--- config.mk ---
export PLATFORM = sky130hd
export DESIGN_NAME = pc_seq
export DESIGN_NICKNAME = d
export VERILOG_FILES = /design/src/rtl/pc_seq.sv
export SDC_FILE = /design/constraint.sdc
export NUM_CORES = 1
export LEC_CHECK = 0
export ABC_AREA = 1
export ABC_CLOCK_PERIOD_IN_PS = 2410
export CAP_MARGIN = 5
export CORE_MARGIN = 8
export CORE_UTILIZATION = 47
export DETAILED_ROUTE_END_ITERATION = 8
export GPL_TIMING_DRIVEN = 0
export PLACE_DENSITY = 0.82
export SKIP_LAST_GASP = 1
export SLEW_MARGIN = 5
export SYNTH_ARGS = -nofsm -noshare
export SYNTH_HDL_FRONTEND = slang
export SYNTH_SLANG_ARGS = --single-unit
--- constraint.sdc ---
create_clock -name clk -period 2.41 [get_ports clk]
set_clock_uncertainty 0.2 [all_clocks]
set_input_delay 0.3615 -clock clk [delete_from_list [all_inputs] [get_ports clk]]
set_output_delay 0.3615 -clock clk [all_outputs]
set_load 0.02 [all_outputs]
--- src/rtl/pc_seq.sv ---
// rtl/pc_seq.sv - PC sequencer: fetch/execute/retire control with ack timeout
// All state advances on the falling clock edge, in step with the external PC register.
module pc_seq #(
   parameter int unsigned INC         = 4,
   parameter int unsigned ACK_TIMEOUT = 16
) (
   input  logic        clk,
   input  logic        rst,
   input  logic        start,
   input  logic        halt_req,
   input  logic [31:0] pc_cur,
   output logic        imem_req,
   input  logic        imem_ack,
   output logic        instr_valid,
   input  logic        exe_done,
   input  logic        stall,
   input  logic        redirect,
   input  logic [31:0] redirect_target,
   output logic        pc_ena,
   output logic [31:0] pc_next,
   output logic        busy,
   output logic        halted,
   output logic        fault,
   output logic [31:0] instr_count
);

   typedef enum logic [2:0] {
      S_IDLE,
      S_FETCH,
      S_EXEC,
      S_HALT,
      S_FAULT
   } state_t;

   localparam logic [7:0]  TMO_LAST = 8'(ACK_TIMEOUT - 1);
   localparam logic [31:0] INC_W    = 32'(INC);

   state_t      state;
   state_t      state_nx;
   logic [7:0]  tmo_cnt;
   logic        valid_q;

   always_comb begin
      state_nx = state;
      imem_req = 1'b0;
      pc_ena   = 1'b0;
      case (state)
         S_IDLE: begin
            if (start) state_nx = S_FETCH;
         end
         S_FETCH: begin
            imem_req = 1'b1;
            // tmo_cnt holds the number of ack-less cycles already elapsed
            if (imem_ack)                  state_nx = S_EXEC;
            else if (tmo_cnt == TMO_LAST)  state_nx = S_FAULT;
         end
         S_EXEC: begin
            pc_ena = exe_done & ~stall;
            if (pc_ena) state_nx = halt_req ? S_HALT : S_FETCH;
         end
         S_HALT: begin
            if (start) state_nx = S_FETCH;
         end
         S_FAULT: begin
            state_nx = S_FAULT;
         end
         default: begin
            state_nx = S_IDLE;
         end
      endcase
   end

   always_comb begin
      pc_next = pc_cur;
      if (pc_ena) begin
         if (redirect) pc_next = redirect_target & 32'hFFFF_FFFC;
         else          pc_next = pc_cur + INC_W;
      end
   end

   always_ff @(negedge clk or negedge rst) begin
      if (!rst) begin
         state       <= S_IDLE;
         tmo_cnt     <= 8'd0;
         valid_q     <= 1'b0;
         instr_count <= 32'd0;
      end else begin
         state   <= state_nx;
         valid_q <= (state == S_FETCH) && imem_ack;
         if (state == S_FETCH && state_nx == S_FETCH) tmo_cnt <= tmo_cnt + 8'd1;
         else                                         tmo_cnt <= 8'd0;
         if (pc_ena && instr_count != 32'hFFFF_FFFF) instr_count <= instr_count + 32'd1;
      end
   end

   assign instr_valid = valid_q;
   assign busy        = (state == S_FETCH) || (state == S_EXEC);
   assign halted      = (state == S_HALT) || (state == S_FAULT);
   assign fault       = (state == S_FAULT);

endmodule

==> results of run 1 <==
-- registers in the layout, indices dropped and copies added (netlist names) --
name / count
instr_count: 32
tmo_cnt: 8
state: 3
instr_valid: 1
-- where the power goes --
group	internal (mW)	switching (mW)	total [mW]
combinational	1.14	1.26	2.40
sequential	0.851	0.118	0.969
clock	0.340	0.299	0.639
total	2.33	1.68	4.01
-- synth_stat cells (2+ instances only) --
cell	n	area, µm²
a21oi_1	12	60.1
a31oi_1	2	12.5
buf_2	5	25.0
clkbuf_1	7	26.3
dfrtn_1	44	1100
ha_1	3	37.5
inv_1	71	267
inv_2	3	11.3
nand2_1	308	1160
nand2_2	2	12.5
nand3_1	40	200
nand3b_1	15	113
nand4_1	11	68.8
nor2_1	110	413
nor2_2	7	43.8
nor2_4	2	22.5
nor3_1	12	60.1
nor3b_1	4	30.0
o211ai_1	5	37.5
o21ai_0	24	120
o21ai_1	5	25.0
o22ai_1	6	37.5
or2_2	2	12.5
xnor2_1	13	114
xor2_1	10	87.6
-- final timing paths --
path,end,slack [ns],cells past startpoint
worst min register to register,tmo_cnt[0],0.22,1
worst min-delay path,tmo_cnt[0],0.22,1
min in group asynchronous,instr_count[18],0.86,1
worst max-delay path,pc_next[12],-1.30,9
worst max register to register,instr_count[16],-0.47,12
max in group asynchronous,instr_count[12],0.59,2
-- stage by stage --
step                worst slack (ns)  setup TNS (ns)  std cells  utilization, %
floorplan                     -0.748          -27.95        732               -
detailed placement             -1.42          -98.57        980            70.2
CTS                            -1.19          -70.55       1069            83.3
finish                         -1.30          -64.08       1097            87.5
global placement               -1.51         -161.97        979            70.1
global route                   -1.34          -67.65       1097            87.5
-- final cells by class --
class	count	area (µm²)	area share [%]
clock buffer	6	82.6	1.09
multi-input combinational	601	3350	44.1
buffer	12	159	2.09
clock inverter	2	38.8	0.511
timing repair buffer	249	2420	31.9
tap	108	135	1.78
sequential	44	1100	14.5
inverter	75	304	4.01
-- timing repair --
item,in CTS,in global routing
pin swaps,15,16
gates cloned,8,0
endpoints found under the setup margin,112,107
endpoints found under the hold margin,0,0
gates resized for setup,464,83
buffers inserted,79,42
-- cells by family after synthesis --
kind of cell / share of synthesized area [%]
XOR/XNOR: 4.81
flip-flops: 26.3
buffers and inverters: 8.58
AND/OR/NAND/NOR: 51.6
adder cells (fa/ha/maj): 0.897
AO/OA/AOI/OAI: 7.78
-- layer usage --
layer  GRT usage, %  up-vias  part of all wire [%]  routed length, µm
met5              0        -                     0                  0
met4           21.0        0                   8.0               1780
met3           7.15      173                    11               2550
met2           53.9      532                    47              10400
met1           32.1     2949                    34               7490
li1               -     2816                     -                  -
-- worst max-delay path: stages, from the launching register on --
cell and delay [ns]:
dfrtn_1 0.45, inv_2 0.07, nand3_4 0.12, nor2_4 0.06, buf_12 0.14, nand2_8 0.13, clkinv_8 0.10, nor3_1 0.29
nor2_2 0.09, buf_4 0.17
==> metrics.txt, run 1 <==
H-tree depth=2; Cell variety after synth=34; number of global-route vias before repair=6,297; top_reg_cell synth=dfrtn_1; IO Pins=142; post-route ant nets=0; worst hold start=tmo_cnt[0]; Seq/Total Area, Yosys=26.3%; Post-synth EDFFs=0; RSZ-0062 raised after global routing=true; largest net degree at the start of global routing=30; WL final=22,200 µm; CP startpoint=state[2]; initial antenna violation count=0; Max Cap Viol=0; FFs w/ async S/R, synth=100%; Critical Path Sink Type=output pin; vias per cell=5.90; First-pass DRT Iterations=5; outcome=finished, violations left; layout cells sized above 1=33.8%; clock sinks=44; Pleak=3.55 nW; gr ovfl total=0; Post-Syn Instances=732; root buffer cell=clkbuf_8; Net Count, Synth=807; CTS Hold Bufs=0; Seq cells post-synth=44; mean area per synthesized cell=5.72 µm²; CP Class=reg -> out; wire length per cell=20.2 µm; CTS buffer count=5; FP Rows=34; clk slew on worst S/H paths=0.06 ns; Design Area, Final=7590 µm²; CP startpoint kind=flip-flop; fin. max-slew vios=0; worst slew pin tran=0.685 ns; initial core utilization=48.2%; most common cell after layout, fill and taps aside=nand2_1; Final Hold Vio Count=0; DRT iter0 DRCs=713; CTS tree=done; gpl congestion=1.02; DRC viols=0; Longest Clk Path Bufs=2; Syn Std Cell Area=4180 µm²; Hold Slack=0.216 ns; Setup violations, final=102; R2R Path Start=instr_count[8]; die width=110 µm; YS warnings=0; Core Box Area=8680 µm²; path category of the worst min-delay check=reg -> reg; Die Span Y=110 µm; Syn-to-layout area delta=81.4%; setup ws final=-1.30 ns; relative slew slack=54.3%; DR vias=6,470; crit-path max FO=8; worst path arrival time=3.15 ns; PD cells=528 nW/µm²; leading cell types in the layout, fill and taps excluded=nand2_1, buf_4, nor2_1; HPWL after DPL=13,000 µm; global-route wire length before repair=29,600 µm; violated checks=negative setup slack; PnR Total Power=4.01 mW; Placed Area=6090 µm²; port bufs=139; CP Data Required Time=1.85 ns; Nets=1,063; # diodes=0; Tot GR Track Use=30.8%; peak supply drop=339 µV; Worst-Skew Late Latency=0.31 ns; die area=12,200 µm²; fillers=482
Note: power is estimated with default switching activity, not from simulation.
==> inputs of run 2 (changes only) <==
--- a/config.mk
+++ b/config.mk
@@ -12,7 +12,7 @@
 export CORE_UTILIZATION = 47
 export DETAILED_ROUTE_END_ITERATION = 8
 export GPL_TIMING_DRIVEN = 0
-export PLACE_DENSITY = 0.82
+export PLACE_DENSITY = 0.92
 export SKIP_LAST_GASP = 1
 export SLEW_MARGIN = 5
 export SYNTH_ARGS = -nofsm -noshare
==> run 2 against run 1 <==
  * Utilization fell by 8.0 points
  * Largest cell class unchanged
  * Total power fell by 17%
  * Wire length down 15%
  * Register-to-register slack better by 0.57 ns
  * Cell count is 3.7% lower
  * Count of clock-buffer cells in the layout fell by 1
  * Combinational power is 20% lower
  * Clock power fell by 25%
  * Non-clock buffer count is 40 lower
  * Design area down 9.1%
  * The flow still finishes with violations (negative setup slack)
==> metrics.txt, run 2 (synthesis results as in run 1) <==
Final Hold Vio Count=0; clk slew on worst S/H paths=0.06 ns; Hold Slack=0.224 ns; DR vias=6,153; root buffer cell=clkbuf_8; crit-path max FO=6; leading cell types in the layout, fill and taps excluded=nand2_1, nor2_1, buf_4; First-pass DRT Iterations=6; max reg flops=32; fillers=564; # diodes=0; CP Class=reg -> out; wire length per cell=18.0 µm; Pleak=3.18 nW; number of global-route vias before repair=5,993; Syn-to-layout area delta=64.9%; RSZ-0062 raised after global routing=true; CTS Hold Bufs=0; CTS tree=done; gr ovfl total=0; Longest Clk Path Bufs=2; outcome=finished, violations left; WL final=19,000 µm; FP Rows=34; Util after Layout=79.5%; CP startpoint kind=flip-flop; layout cells sized above 1=27.5%; worst path arrival time=3.18 ns; HPWL after DPL=12,300 µm; initial core utilization=48.2%; Reg with most FFs=instr_count; global-route wire length before repair=28,600 µm; largest net degree at the start of global routing=39; die width=110 µm; H-tree depth=2; most common cell after layout, fill and taps aside=nand2_1; relative slew slack=53.5%; clock sinks=44; DRC viols=0; metal2 WL=8800 µm; port bufs=139; uppermost layer routed=met4; Die Span Y=110 µm; fin. max-slew vios=0; vias per cell=5.83; Worst-Skew Late Latency=0.31 ns; gpl congestion=0.925; Max Cap Viol=0; IO Pins=142; initial antenna violation count=0; Core Box Area=8680 µm²; CTS buffer count=5; path category of the worst min-delay check=reg -> reg; Met1 Routed Length=6520 µm; Nets=1,023; Setup violations, final=102; setup ws final=-1.33 ns; Critical Path Sink Type=output pin; die area=12,200 µm²; worst slew pin tran=0.692 ns; peak supply drop=327 µV; DRT iter0 DRCs=592; PD cells=483 nW/µm²; post-route ant nets=0; met3 routed WL=2140 µm; violated checks=negative setup slack; Top Registers=instr_count x32, tmo_cnt x8, state x3; Tot GR Track Use=29.6%; CP Data Required Time=1.85 ns
## run 2: path summary, 6_finish.rpt
check	cells after the start	startpoint	slack [ns]	to
worst max-delay path	10	state[0]	-1.33	pc_next[23]
worst min-delay path	1	tmo_cnt[0]	0.22	tmo_cnt[0]
worst max register to register	8	instr_count[8]	0.10	instr_count[24]
worst min register to register	1	tmo_cnt[0]	0.22	tmo_cnt[0]
max in group asynchronous	2	rst	0.72	instr_count[10]
min in group asynchronous	1	rst	0.78	state[1]
## run 2: report_power, final
part / internal (mW) / switching (mW) / total [mW]
Clock: 0.197 / 0.282 / 0.480
Sequential: 0.851 / 0.0975 / 0.948
Combinational: 0.852 / 1.06 / 1.91
Total: 1.90 / 1.44 / 3.34
## run 2: critical path: stages, from the launching register on
cell     delay (ns)
dfrtn_1        0.37
inv_2          0.11
nand3_4        0.10
inv_2          0.09
nand2_4        0.11
nor2_4         0.15
buf_4          0.17
nand4_1        0.12
o21ai_1        0.21
nor2_4         0.07
buf_2          0.18
## run 2: layout make-up
class | instances | area, µm² | area share (%)
timing repair buffer | 209 | 1980 | 28.8
clock buffer | 5 | 68.8 | 0.997
sequential | 44 | 1100 | 16.0
buffer | 12 | 141 | 2.05
tap | 108 | 135 | 1.96
multi-input combinational | 601 | 3160 | 45.8
clock inverter | 2 | 12.5 | 0.181
inverter | 75 | 297 | 4.30
## run 2: metal layers
| layer | vias to the layer above | track usage, % |
|---|---|---|
| li1 | 2735 | - |
| met1 | 2757 | 32.9 |
| met2 | 494 | 49.7 |
| met3 | 167 | 7.15 |
| met4 | 0 | 18.7 |
| met5 | - | 0 |
## run 2: repair_timing
| action | in CTS | in global routing |
|---|---|---|
| endpoints found under the setup margin | 112 | 109 |
| pin swaps | 5 | 8 |
| cloned | 4 | 1 |
| hold endpoints to repair | 0 | 0 |
| gates resized for setup | 388 | 36 |
| setup buffers | 50 | 16 |
## run 2: through the flow
step / total power, mW / instance area [µm²] / setup slack [ns] / TNS [ns] / instances
after floorplan: 1.78 / 4550 / -0.748 / -27.95 / 732
after global placement: 2.43 / 6080 / -1.50 / -163.78 / 979
after detailed placement: 2.45 / 6090 / -1.48 / -98.77 / 980
after CTS: 3.14 / 6690 / -1.21 / -58.52 / 1039
after global routing: 3.45 / 6900 / -1.48 / -65.21 / 1056
final: 3.34 / 6900 / -1.33 / -60.48 / 1056
==> inputs of run 3 (changes only) <==
--- a/config.mk
+++ b/config.mk
@@ -9,12 +9,13 @@
 export ABC_CLOCK_PERIOD_IN_PS = 2410
 export CAP_MARGIN = 5
 export CORE_MARGIN = 8
-export CORE_UTILIZATION = 47
+export CORE_UTILIZATION = 50
+export CTS_BUF_LIST = sky130_fd_sc_hd__clkbuf_16
 export DETAILED_ROUTE_END_ITERATION = 8
+export DONT_BUFFER_PORTS = 1
 export GPL_TIMING_DRIVEN = 0
-export PLACE_DENSITY = 0.92
+export PLACE_DENSITY = 0.75
 export SKIP_LAST_GASP = 1
-export SLEW_MARGIN = 5
 export SYNTH_ARGS = -nofsm -noshare
 export SYNTH_HDL_FRONTEND = slang
 export SYNTH_SLANG_ARGS = --single-unit
==> run 3 against run 2 <==
  * The run still ends with negative setup slack left
  * Critical path depth fell by 4
  * Utilization fell by 8.3 points
  * Cell count fell by 17%
  * Sequential power rose by 17%
  * Non-clock buffer count fell by 173
  * Hold slack got worse by 0.022 ns
  * Sequential share of layout area rose by 3.0 points
  * Die area fell by 5.1%
  * Total power fell by 6.1%
  * Via count fell by 16%
  * Sequential cell count did not move
  * Largest cell class unchanged
  * Highest routed layer unchanged
==> metrics.txt, run 3 (synthesis results as in run 1) <==
CP Class=reg -> out; CTS buffer count=5; clock sinks=44; violated checks=negative setup slack; WL final=16,800 µm; Hold Slack=0.202 ns; Crit path largest cell delay=0.50 ns; Pleak=2.58 nW; path category of the worst min-delay check=reg -> reg; cell family with most CP delay=flip-flops; worst path arrival time=3.09 ns; Syn-to-layout area delta=39.1%; Design Area, Final=5820 µm²; root buffer cell=clkbuf_16; layer with the highest usage=met2; area of the multi-input gates=3510 µm²; relative slew slack=60.9%; HPWL after DPL=11,600 µm; register area=1100 µm²; # diodes=0; Max Cap Viol=0; die area=11,600 µm²; IO Pins=142; wire length per cell=19.1 µm; PnR Total Power=3.13 mW; Top Registers=instr_count x32, tmo_cnt x8, state x3; Final Hold Vio Count=0; Cell Chain, Critical Path=nand3_4 -> inv_2 -> nand2_4 -> nor2_4 -> nand2_1 -> o211ai_1; crit-path max FO=5; Nets=849; Longest Clk Path Bufs=2; initial core utilization=51.2%; peak supply drop=444 µV; fillers=648; RSZ-0062 raised after global routing=true; vias per cell=5.84; layout cells sized above 1=26.5%; gpl congestion=0.950; DRT iter0 DRCs=351; port bufs=0; Die Span Y=107 µm; leading cell types in the layout, fill and taps excluded=nand2_1, nor2_1, inv_1; Setup violations, final=102; CP startpoint kind=flip-flop; Fin Setup TNS=-57.76 ns; clk slew on worst S/H paths=0.05 ns; CTS tree=done; outcome=finished, violations left; H-tree depth=2; most common cell after layout, fill and taps aside=nand2_1; met2 Resource Use GR=43.9%; die width=107 µm; DRC viols=0; global-route wire length before repair=24,500 µm; FP Rows=33; worst slew pin tran=0.586 ns; PD cells=538 nW/µm²; Util after Layout=71.2%; Worst-Skew Late Latency=0.31 ns; CTS Hold Bufs=0; CP Data Required Time=1.85 ns; DR vias=5,141; Slowest-stage cell, CP=dfrtn_1; First-pass DRT Iterations=5; largest net degree at the start of global routing=45; initial antenna violation count=0; Tot GR Track Use=26.1%; CP bufs+invs=1; grt met1 use=30.3%; Critical Path Sink Type=output pin; post-route ant nets=0; fin. max-slew vios=0; number of global-route vias before repair=4,815; Placed Area=4680 µm²; setup ws final=-1.24 ns; max reg flops=32; Core Box Area=8180 µm²; met3 usage=7.72%; gr ovfl total=0; Reg with most FFs=instr_count
## run 3: changes by cell type in the layout (fill, tap and decap cells not counted), sizes merged
| cell | previous run | this run |
|---|---|---|
| buf | 140 | 38 |
| clkdlybuf4s50 | 65 | 0 |
| clkdlybuf4s15 | 8 | 0 |
| clkbuf | 12 | 15 |
| bufinv | 0 | 1 |
| clkinv | 2 | 3 |
| dlymetal6s2s | 1 | 0 |
| inv | 74 | 73 |
| nand3 | 42 | 41 |
## run 3: stage by stage
step	instances	worst slack, ns
floorplan	732	-0.748
global placement	837	-0.987
detailed placement	837	-1.05
CTS	869	-1.17
global route	880	-1.33
finish	880	-1.24
## run 3: final cells by class
class / count / area share, %
Inverter: 75 / 5.18
Timing Repair Buffer: 34 / 6.99
Clock inverter: 3 / 0.731
Buffer: 14 / 3.40
Sequential cell: 44 / 18.9
Clock buffer: 5 / 2.15
Tap cell: 105 / 2.26
Multi-Input combinational cell: 600 / 60.4
## run 3: worst paths after layout
kind,startpoint,to,cells past startpoint,slack [ns]
setup / recovery,state[1],pc_next[7],6,-1.24
hold / removal,tmo_cnt[0],tmo_cnt[0],1,0.20
setup reg to reg,instr_count[0],instr_count[5],11,-0.17
hold reg to reg,tmo_cnt[0],tmo_cnt[0],1,0.20
max in group asynchronous,rst,instr_count[16],0,1.26
min in group asynchronous,rst,instr_count[2],0,0.64
## run 3: routing by layer
| layer | routed length [µm] | share of wire [%] | vias to the layer above |
|---|---|---|---|
| met4 | 573 | 3.4 | 0 |
| li1 | - | - | 2395 |
| met1 | 6050 | 36 | 2387 |
| met5 | 0 | 0 | - |
| met3 | 1910 | 11 | 50 |
| met2 | 8270 | 49 | 309 |
## run 3: what timing repair did
action,in CTS,in global routing
resized for setup,39,114
endpoints found under the hold margin,0,0
gates cloned,3,4
setup buffers,21,9
setup endpoints to repair,96,102
pin swaps,19,39
## run 3: report_power, final
group,internal [mW],switching [mW]
registers,0.849,0.260
logic,0.479,0.760
clock network,0.487,0.297
total,1.81,1.32
